$ cat src/rtl/dsm_filter_pkg.sv
// Shared constants for the delta-sigma decimation filter chain.
// Holds the halfband coefficient set, the tap count, the output shift, the
// halfband sequencer state encoding, and a modulo-15 tap addressing helper.
package dsm_filter_pkg;

    localparam int HBF_NTAPS = 15;
    localparam int HBF_SHIFT = 15;

    // Q1.15 halfband taps; centre plus odd-distance pairs, sum = 32768.
    localparam logic signed [15:0] HBF_CC = 16'sd16384;
    localparam logic signed [15:0] HBF_C1 = 16'sd10050;
    localparam logic signed [15:0] HBF_C3 = -16'sd2423;
    localparam logic signed [15:0] HBF_C5 = 16'sd725;
    localparam logic signed [15:0] HBF_C7 = -16'sd160;

    typedef enum logic [1:0] {
        HBF_IDLE  = 2'd0,
        HBF_MAC   = 2'd1,
        HBF_ROUND = 2'd2,
        HBF_OUT   = 2'd3
    } hbf_state_t;

    // Buffer index of the sample k positions older than the newest one.
    function automatic logic [3:0] hbf_tap_idx(input logic [3:0] newest,
                                               input logic [3:0] k);
        logic [4:0] s;
        s = {1'b0, newest} + 5'(HBF_NTAPS) - {1'b0, k};
        if (s >= 5'(HBF_NTAPS))
            s = s - 5'(HBF_NTAPS);
        return s[3:0];
    endfunction

endpackage

$ cat src/rtl/hbf_mac.sv
// Serial multiply-accumulate datapath for the halfband decimator.
// Ports:
//   clk, rst_n      clock, async active-low reset
//   clr             zero the accumulator (held while the sequencer idles)
//   en              accumulate (samp_a + samp_b) * coef this cycle
//   samp_a, samp_b  symmetric tap pair, two's complement
//   coef            signed Q1.15 coefficient
//   rnd_data        accumulator rounded to nearest, shifted, saturated
//   rnd_sat         rnd_data is a clamped value
module hbf_mac #(
    parameter int DATA_W = 24,
    parameter int COEF_W = 16,
    parameter int OUT_W  = 24,
    parameter int ACC_W  = 44,
    parameter int SHIFT  = 15
) (
    input  logic                     clk,
    input  logic                     rst_n,
    input  logic                     clr,
    input  logic                     en,
    input  logic signed [DATA_W-1:0] samp_a,
    input  logic signed [DATA_W-1:0] samp_b,
    input  logic signed [COEF_W-1:0] coef,
    output logic signed [OUT_W-1:0]  rnd_data,
    output logic                     rnd_sat
);

    localparam int PRE_W  = DATA_W + 1;
    localparam int PROD_W = PRE_W + COEF_W;

    localparam logic signed [ACC_W-1:0] RND_HALF = ACC_W'(1) << (SHIFT - 1);
    localparam logic signed [ACC_W-1:0] OUT_MAX =
        {{(ACC_W-OUT_W+1){1'b0}}, {(OUT_W-1){1'b1}}};
    localparam logic signed [ACC_W-1:0] OUT_MIN =
        {{(ACC_W-OUT_W+1){1'b1}}, {(OUT_W-1){1'b0}}};

    logic signed [PRE_W-1:0]  pre;
    logic signed [PROD_W-1:0] prod;
    logic signed [ACC_W-1:0]  acc;
    logic signed [ACC_W-1:0]  shifted;

    assign pre  = PRE_W'(samp_a) + PRE_W'(samp_b);
    assign prod = PROD_W'(pre) * PROD_W'(coef);

    always_ff @(posedge clk or negedge rst_n) begin
        if (!rst_n)
            acc <= '0;
        else if (clr)
            acc <= '0;
        else if (en)
            acc <= acc + ACC_W'(prod);
    end

    assign shifted = (acc + RND_HALF) >>> SHIFT;

    always_comb begin
        rnd_sat  = 1'b0;
        rnd_data = shifted[OUT_W-1:0];
        if (shifted > OUT_MAX) begin
            rnd_sat  = 1'b1;
            rnd_data = {1'b0, {(OUT_W-1){1'b1}}};
        end else if (shifted < OUT_MIN) begin
            rnd_sat  = 1'b1;
            rnd_data = {1'b1, {(OUT_W-1){1'b0}}};
        end
    end

endmodule

$ cat src/rtl/hbf_decim2.sv
// Halfband FIR decimate-by-2 stage following the CIC decimator.
// Converts offset-binary CIC words to two's complement, stores them in a
// 15-entry circular buffer and, on every second accepted sample, runs a
// 5-cycle serial MAC over the symmetric 15-tap halfband, then rounds and
// saturates to a 24-bit output word.
// Ports:
//   clk, rst_n   clock, async active-low reset
//   in_valid     one-cycle strobe qualifying in_data
//   in_data      CIC output, offset-binary
//   bypass       (HBF_BYPASS_EN builds only) pass trigger samples unfiltered
//   out_valid    one-cycle strobe, out_data updated
//   out_data     filtered sample, two's complement
//   busy         MAC sequence in progress; input samples are dropped
//   overrun      sticky: a sample arrived while busy
//   sat          sticky: an output was clamped
// Build option: define HBF_BYPASS_EN to add the bypass port and path.
//
// state     | meaning
// ----------+------------------------------------------------------------
// HBF_IDLE  | waiting for a trigger (odd-phase) sample
// HBF_MAC   | 5 cycles: pair distances 1,3,5,7 then the centre tap
// HBF_ROUND | round/saturate accumulator, load out_data, raise out_valid
// HBF_OUT   | out_valid visible; in bypass, load the raw trigger sample
module hbf_decim2
    import dsm_filter_pkg::*;
#(
    parameter int DATA_W = 24,
    parameter int COEF_W = 16,
    parameter int OUT_W  = 24,
    parameter int ACC_W  = 44
) (
    input  logic              clk,
    input  logic              rst_n,
    input  logic              in_valid,
    input  logic [DATA_W-1:0] in_data,
`ifdef HBF_BYPASS_EN
    input  logic              bypass,
`endif
    output logic              out_valid,
    output logic [OUT_W-1:0]  out_data,
    output logic              busy,
    output logic              overrun,
    output logic              sat
);

    hbf_state_t state, state_nxt;

    logic signed [DATA_W-1:0] buf_mem [HBF_NTAPS];
    logic [3:0]               wptr;
    logic [3:0]               newest;
    logic                     phase;
    logic [2:0]               step;
    logic                     accept;
    logic                     trigger;
    logic signed [DATA_W-1:0] sample_in;

    logic [3:0]               ka, kb;
    logic signed [DATA_W-1:0] samp_a, samp_b;
    logic signed [COEF_W-1:0] coef_sel;
    logic signed [OUT_W-1:0]  rnd_data;
    logic                     rnd_sat;
    logic                     load_out;
    logic [OUT_W-1:0]         out_nxt;

    assign sample_in = {~in_data[DATA_W-1], in_data[DATA_W-2:0]};
    assign busy      = (state != HBF_IDLE);
    assign accept    = in_valid && !busy;
    assign trigger   = accept && phase;
    assign newest    = (wptr == 4'd0) ? 4'(HBF_NTAPS - 1) : wptr - 4'd1;

    always_ff @(posedge clk or negedge rst_n) begin
        if (!rst_n) begin
            for (int i = 0; i < HBF_NTAPS; i++)
                buf_mem[i] <= '0;
            wptr  <= '0;
            phase <= 1'b0;
        end else if (accept) begin
            buf_mem[wptr] <= sample_in;
            wptr  <= (wptr == 4'(HBF_NTAPS - 1)) ? 4'd0 : wptr + 4'd1;
            phase <= ~phase;
        end
    end

    // k counts back from the newest sample; the centre tap sits at k=7.
    always_comb begin
        ka       = 4'd7;
        kb       = 4'd7;
        coef_sel = COEF_W'(HBF_CC);
        case (step)
            3'd0: begin ka = 4'd6; kb = 4'd8;  coef_sel = COEF_W'(HBF_C1); end
            3'd1: begin ka = 4'd4; kb = 4'd10; coef_sel = COEF_W'(HBF_C3); end
            3'd2: begin ka = 4'd2; kb = 4'd12; coef_sel = COEF_W'(HBF_C5); end
            3'd3: begin ka = 4'd0; kb = 4'd14; coef_sel = COEF_W'(HBF_C7); end
            default: ;
        endcase
    end

    assign samp_a = buf_mem[hbf_tap_idx(newest, ka)];
    assign samp_b = (step >= 3'd4) ? '0 : buf_mem[hbf_tap_idx(newest, kb)];

    hbf_mac #(
        .DATA_W (DATA_W),
        .COEF_W (COEF_W),
        .OUT_W  (OUT_W),
        .ACC_W  (ACC_W),
        .SHIFT  (HBF_SHIFT)
    ) u_mac (
        .clk      (clk),
        .rst_n    (rst_n),
        .clr      (state == HBF_IDLE),
        .en       (state == HBF_MAC),
        .samp_a   (samp_a),
        .samp_b   (samp_b),
        .coef     (coef_sel),
        .rnd_data (rnd_data),
        .rnd_sat  (rnd_sat)
    );

`ifdef HBF_BYPASS_EN
    logic byp_r;

    always_ff @(posedge clk or negedge rst_n) begin
        if (!rst_n)
            byp_r <= 1'b0;
        else if (trigger)
            byp_r <= bypass;
    end

    // Bypass reuses HBF_OUT as its single busy cycle; out_valid lands a
    // cycle later, after the sequencer is already idle again.
    assign load_out = (state == HBF_ROUND) || (state == HBF_OUT && byp_r);
    assign out_nxt  = byp_r ? OUT_W'(buf_mem[newest]) : rnd_data;
`else
    assign load_out = (state == HBF_ROUND);
    assign out_nxt  = rnd_data;
`endif

    always_ff @(posedge clk or negedge rst_n) begin
        if (!rst_n)
            state <= HBF_IDLE;
        else
            state <= state_nxt;
    end

    always_comb begin
        state_nxt = state;
        case (state)
            HBF_IDLE: begin
                if (trigger) begin
`ifdef HBF_BYPASS_EN
                    state_nxt = bypass ? HBF_OUT : HBF_MAC;
`else
                    state_nxt = HBF_MAC;
`endif
                end
            end
            HBF_MAC:   if (step == 3'd4) state_nxt = HBF_ROUND;
            HBF_ROUND: state_nxt = HBF_OUT;
            HBF_OUT:   state_nxt = HBF_IDLE;
            default:   state_nxt = HBF_IDLE;
        endcase
    end

    always_ff @(posedge clk or negedge rst_n) begin
        if (!rst_n)
            step <= '0;
        else if (state == HBF_MAC)
            step <= step + 3'd1;
        else
            step <= '0;
    end

    always_ff @(posedge clk or negedge rst_n) begin
        if (!rst_n) begin
            out_valid <= 1'b0;
            out_data  <= '0;
            overrun   <= 1'b0;
            sat       <= 1'b0;
        end else begin
            out_valid <= load_out;
            if (load_out)
                out_data <= out_nxt;
            if (in_valid && busy)
                overrun <= 1'b1;
            if (state == HBF_ROUND && rnd_sat)
                sat <= 1'b1;
        end
    end

endmodule

$ cat config.mk
export PLATFORM = sky130hd
export DESIGN_NAME = hbf_decim2
export DESIGN_NICKNAME = d
export VERILOG_FILES = /design/src/rtl/dsm_filter_pkg.sv /design/src/rtl/hbf_mac.sv /design/src/rtl/hbf_decim2.sv
export SDC_FILE = /design/constraint.sdc
export NUM_CORES = 2
export LEC_CHECK = 0
export ABC_CLOCK_PERIOD_IN_PS = 32200
export BUFFER_PORTS_ARGS = -buffer_cell sky130_fd_sc_hd__buf_2
export CELL_PAD_IN_SITES_DETAIL_PLACEMENT = 1
export CELL_PAD_IN_SITES_GLOBAL_PLACEMENT = 2
export CORE_ASPECT_RATIO = 1.1
export CORE_MARGIN = 2
export CORE_UTILIZATION = 47
export CTS_BUF_LIST = sky130_fd_sc_hd__clkbuf_8
export DETAILED_ROUTE_END_ITERATION = 10
export PLACE_DENSITY = 0.86
export SLEW_MARGIN = 20
export SYNTH_ARGS = -nofsm -noshare
export SYNTH_HDL_FRONTEND = slang
export SYNTH_SLANG_ARGS = --single-unit
export TNS_END_PERCENT = 5
$ cat constraint.sdc
create_clock -name clk -period 32.2 [get_ports clk]
set_clock_uncertainty 0.15 [all_clocks]
set_input_delay 1.61 -clock clk [delete_from_list [all_inputs] [get_ports clk]]
set_output_delay 1.61 -clock clk [all_outputs]
set_load 0.05 [all_outputs]
==> key figures <==
Run status
  • Result of the run: finished clean

Final layout
  • Area delta synth->final: 8.04%
  • Filler instances: 9,895
  • Layout cells sized above 1: 0.164
  • Post-route insts no fill: 5,487
  • Number of nets at the end of the flow: 4,907

Worst hold path
  • Beginning of the worst hold path: sat$_DFFE_PN0P_
  • Hold EP: sat$_DFFE_PN0P_
  • Cell count of the worst hold path: 1
  • Worst hold-check path type: reg -> reg

Clocking
  • Quantity of hold-fixing buffers added after cts: 0
  • Cell chosen for the clock root: sky130_fd_sc_hd__clkbuf_8
  • Number of buffers on the longest clock path: 3
  • Total number of clock tree sinks: 441
  • Clock-pin slew on the worst setup and hold paths: 0.06 ns
  • TritonCTS clock tree: done
  • Clock Latency Late Sink: 0.75 ns
  • Number of levels the H-tree was split into: 3
  • Number of resized instances in the post-cts repair step: 0
  • Post-CTS repair timing setup buffer count: 0
  • TritonCTS buffer count: 82

Worst setup path
  • Crit Path Category: reg -> reg
  • Path depth of the worst reg2reg path: 49
  • Startpoint types: register
  • Endpoint arrival time on the critical path: 16.50 ns
  • End of the worst register-to-register path: u_mac.acc[41]$_DFFE_PN0P_
  • Critical Path Most Common Cell: sky130_fd_sc_hd__fa_1
  • Worst-path maximum fanout: 27
  • Largest incremental delay on the critical path: 0.73 ns
  • Worst reg2reg startpoint: step[2]$_DFF_PN0_
  • Critical-path cell with the highest stage delay: sky130_fd_sc_hd__nor2_2
  • CP bufs+invs: 9
  • Endpoint type of the worst setup path: register
  • Category of cells accounting for the largest share of critical-path delay: adder cells
  • Req. time, crit path: 32.64 ns
  • Worst reg2reg setup slack: 16.14 ns

Detailed routing
  • Initial DRC Count: 2,027
  • Final wirelength: 135 mm
  • Via count of the routed design: 31.9k
  • Total DRC errors in the routed layout: 0
  • DR vias/cell: 5.81
  • Antenna Violating Nets Remaining: 0
  • Number of iterations in the first detailed-routing pass: 5
  • Mean routed wirelength per cell: 24.6 um

STA
  • Setup repair after global routing missed its margin: false
  • Final hold violation count: 0
  • Max_slew headroom: 0.279
  • Fmax: 0.0623 GHz
  • Final Setup Violations: 0
  • Post-layout minimum cycle time: 16.06 ns
  • Total Negative Setup Slacks: 0 ns
  • Actual slew at the worst max-slew pin: 1.07 ns
  • Final worst-path cycle share: 0.499
  • Final max-slew violation count: 0
  • Worst hold margin: 0.319 ns

Yosys
  • Number of enable flip-flop cells after synthesis: 0
  • Number of synthesized register bits: 441
  • Top_reg_cell synth: sky130_fd_sc_hd__dfrtp_1
  • Synth top area cells: sky130_fd_sc_hd__dfrtp_1 27%, sky130_fd_sc_hd__fa_1 22%, sky130_fd_sc_hd__mux2_2 9.4%, sky130_fd_sc_hd__inv_1 5.7%, sky130_fd_sc_hd__nand2_1 5.5%
  • Cell type with the largest total area after synthesis: sky130_fd_sc_hd__dfrtp_1
  • Mapped cell area: 0.0413 sq mm
  • Sequential fraction of the synthesis area: 0.267
  • Gate count of the mapped netlist: 4,275
  • Yosys synthesis warning count: 0
  • Count of cell types in the netlist: 82
  • Share of Yosys cell area claimed by the top area cell type: 0.267
  • Net Count, Synth: 4,918
  • Post-Synthesis Mean Instance Area: 9.67 sq um
  • Proportion of register bits with asynchronous set or reset after synthesis: 1.00

Floorplan
  • Initial Util: 0.472
  • Number of top-level pins: 55
  • Die area: 0.0904 sq mm
  • Die outline height: 315 um
  • Row count: 114
  • Area inside the core boundary: 0.0876 sq mm
  • Horizontal die dimension: 287 um

Place
  • HPWL after DPL: 95.9 mm
  • Placed Cells: 5,340
  • Number of buffers inserted by port buffering: 54
  • Gp weighted congestion: 0.902

GRT
  • Overflow left after global routing: 0
  • Pin count of the biggest net entering global routing: 126
  • Number of antenna violations at the first check in global routing: 5
  • First-pass GRT wire length: 211 mm
  • Number of global-route vias before repair: 34.8k
  • Overall global routing resource usage: 0.306

Job
  • MaxCap Viol Count: 0
-- metal layers --
| layer | vias up | part of all wire | GRT usage |
|---|---|---|---|
| li1 | 14090 | - | - |
| met1 | 16670 | 0.42 | 0.394 |
| met2 | 858 | 0.49 | 0.523 |
| met3 | 278 | 0.051 | 0.0416 |
| met4 | 6 | 0.040 | 0.121 |
| met5 | - | 0.00031 | 0 |
-- layout make-up --
| type | count | area [sq um] | area share |
|---|---|---|---|
| clock inverters | 40 | 320 | 0.00717 |
| clock buffers | 105 | 1450 | 0.0323 |
| well taps | 1160 | 1450 | 0.0325 |
| inverters | 634 | 2380 | 0.0533 |
| diodes | 2 | 5.00 | 0.000112 |
| repair buffers | 123 | 863 | 0.0193 |
| multi-input cells | 2982 | 27200 | 0.608 |
| flip-flops and latches | 441 | 11000 | 0.247 |
-- Yosys cell counts (13+ instances only) --
cell type and n:
sky130_fd_sc_hd__a211oi_1 30, sky130_fd_sc_hd__a21o_1 42, sky130_fd_sc_hd__a21oi_1 114, sky130_fd_sc_hd__a22oi_1 24
sky130_fd_sc_hd__a31oi_1 56, sky130_fd_sc_hd__a32oi_1 25, sky130_fd_sc_hd__and2_1 21, sky130_fd_sc_hd__and3_1 26
sky130_fd_sc_hd__buf_1 14, sky130_fd_sc_hd__buf_2 36, sky130_fd_sc_hd__clkbuf_1 150, sky130_fd_sc_hd__dfrtp_1 441
sky130_fd_sc_hd__fa_1 449, sky130_fd_sc_hd__ha_1 167, sky130_fd_sc_hd__inv_1 630, sky130_fd_sc_hd__mux2_2 347
sky130_fd_sc_hd__mux2i_1 74, sky130_fd_sc_hd__mux4_2 53, sky130_fd_sc_hd__nand2_1 606, sky130_fd_sc_hd__nand2b_1 17
sky130_fd_sc_hd__nand3_1 187, sky130_fd_sc_hd__nor2_1 275, sky130_fd_sc_hd__nor2b_1 24, sky130_fd_sc_hd__nor3_1 16
sky130_fd_sc_hd__o211ai_1 27, sky130_fd_sc_hd__o21a_1 33, sky130_fd_sc_hd__o21ai_0 62, sky130_fd_sc_hd__o21ai_1 16
sky130_fd_sc_hd__o221ai_1 29, sky130_fd_sc_hd__o22ai_1 27, sky130_fd_sc_hd__or2_2 13, sky130_fd_sc_hd__xnor2_1 57
sky130_fd_sc_hd__xor2_1 48
-- logic make-up after synthesis --
| group | Yosys count | share of synthesized area |
|---|---|---|
| multiplexers | 474 | 0.141 |
| AO/OA/AOI/OAI | 554 | 0.0915 |
| XOR/XNOR | 109 | 0.0244 |
| flip-flops | 441 | 0.267 |
| adder cells (fa/ha/maj) | 616 | 0.268 |
| buffers and inverters | 852 | 0.0807 |
| AND/OR/NAND/NOR | 1229 | 0.127 |
-- placed cells by master (no fill, tap or decap), types with 24 or more instances in the layout --
master                     synthesis  routed
sky130_fd_sc_hd__mux2i_1          74      73
sky130_fd_sc_hd__and3_1           26      26
sky130_fd_sc_hd__a211oi_1         30      30
sky130_fd_sc_hd__fa_1            449     449
sky130_fd_sc_hd__nand2_1         606     605
sky130_fd_sc_hd__a21oi_1         114     111
sky130_fd_sc_hd__a22oi_1          24      24
sky130_fd_sc_hd__o22ai_1          27      27
sky130_fd_sc_hd__mux4_2           53      53
sky130_fd_sc_hd__o211ai_1         27      27
sky130_fd_sc_hd__clkbuf_8          0     105
sky130_fd_sc_hd__o21ai_0          62      62
sky130_fd_sc_hd__dfrtp_1         441     441
sky130_fd_sc_hd__buf_2            36      53
sky130_fd_sc_hd__inv_1           630     651
sky130_fd_sc_hd__o21a_1           33      33
sky130_fd_sc_hd__a21o_1           42      42
sky130_fd_sc_hd__o221ai_1         29      29
sky130_fd_sc_hd__xor2_1           48      48
sky130_fd_sc_hd__buf_4            12      65
sky130_fd_sc_hd__xnor2_1          57      57
sky130_fd_sc_hd__a31oi_1          56      56
sky130_fd_sc_hd__nand3_1         187     183
sky130_fd_sc_hd__ha_1            167     164
sky130_fd_sc_hd__a32oi_1          25      25
sky130_fd_sc_hd__nor2_1          275     264
sky130_fd_sc_hd__mux2_2          347     347
-- state kept, by name (all words and copies together), names as in the netlist --
signal and flops:
buf_mem 360, out_data 24, step 3, u_mac.acc 44, phase 1, out_valid 1, sat 1, wptr 4
state 2, overrun 1
-- how the worst max path moves through the flow --
stage / end / from / cells after the start
global route: u_mac.acc[41]$_DFFE_PN0P_ / step[2]$_DFF_PN0_ / 49
global placement: u_mac.acc[41]$_DFFE_PN0P_ / step[2]$_DFF_PN0_ / 48
finish: u_mac.acc[41]$_DFFE_PN0P_ / step[2]$_DFF_PN0_ / 49
floorplan: u_mac.acc[41]$_DFFE_PN0P_ / step[2]$_DFF_PN0_ / 51
detailed placement: u_mac.acc[41]$_DFFE_PN0P_ / step[2]$_DFF_PN0_ / 49
CTS: u_mac.acc[41]$_DFFE_PN0P_ / step[2]$_DFF_PN0_ / 49
-- metrics by stage --
stage | instance area (sq um) | setup slack (ns) | utilization
global route | 44700 | 15.10 | 0.510
finish | 44700 | 16.14 | 0.510
detailed placement | 42900 | 16.34 | 0.490
floorplan | 41300 | 19.75 | -
global placement | 42800 | 16.74 | 0.489
CTS | 44700 | 16.23 | 0.510
Power is not shown: default switching activity piles up to over one toggle a cycle in this logic, so the estimate is an artifact.
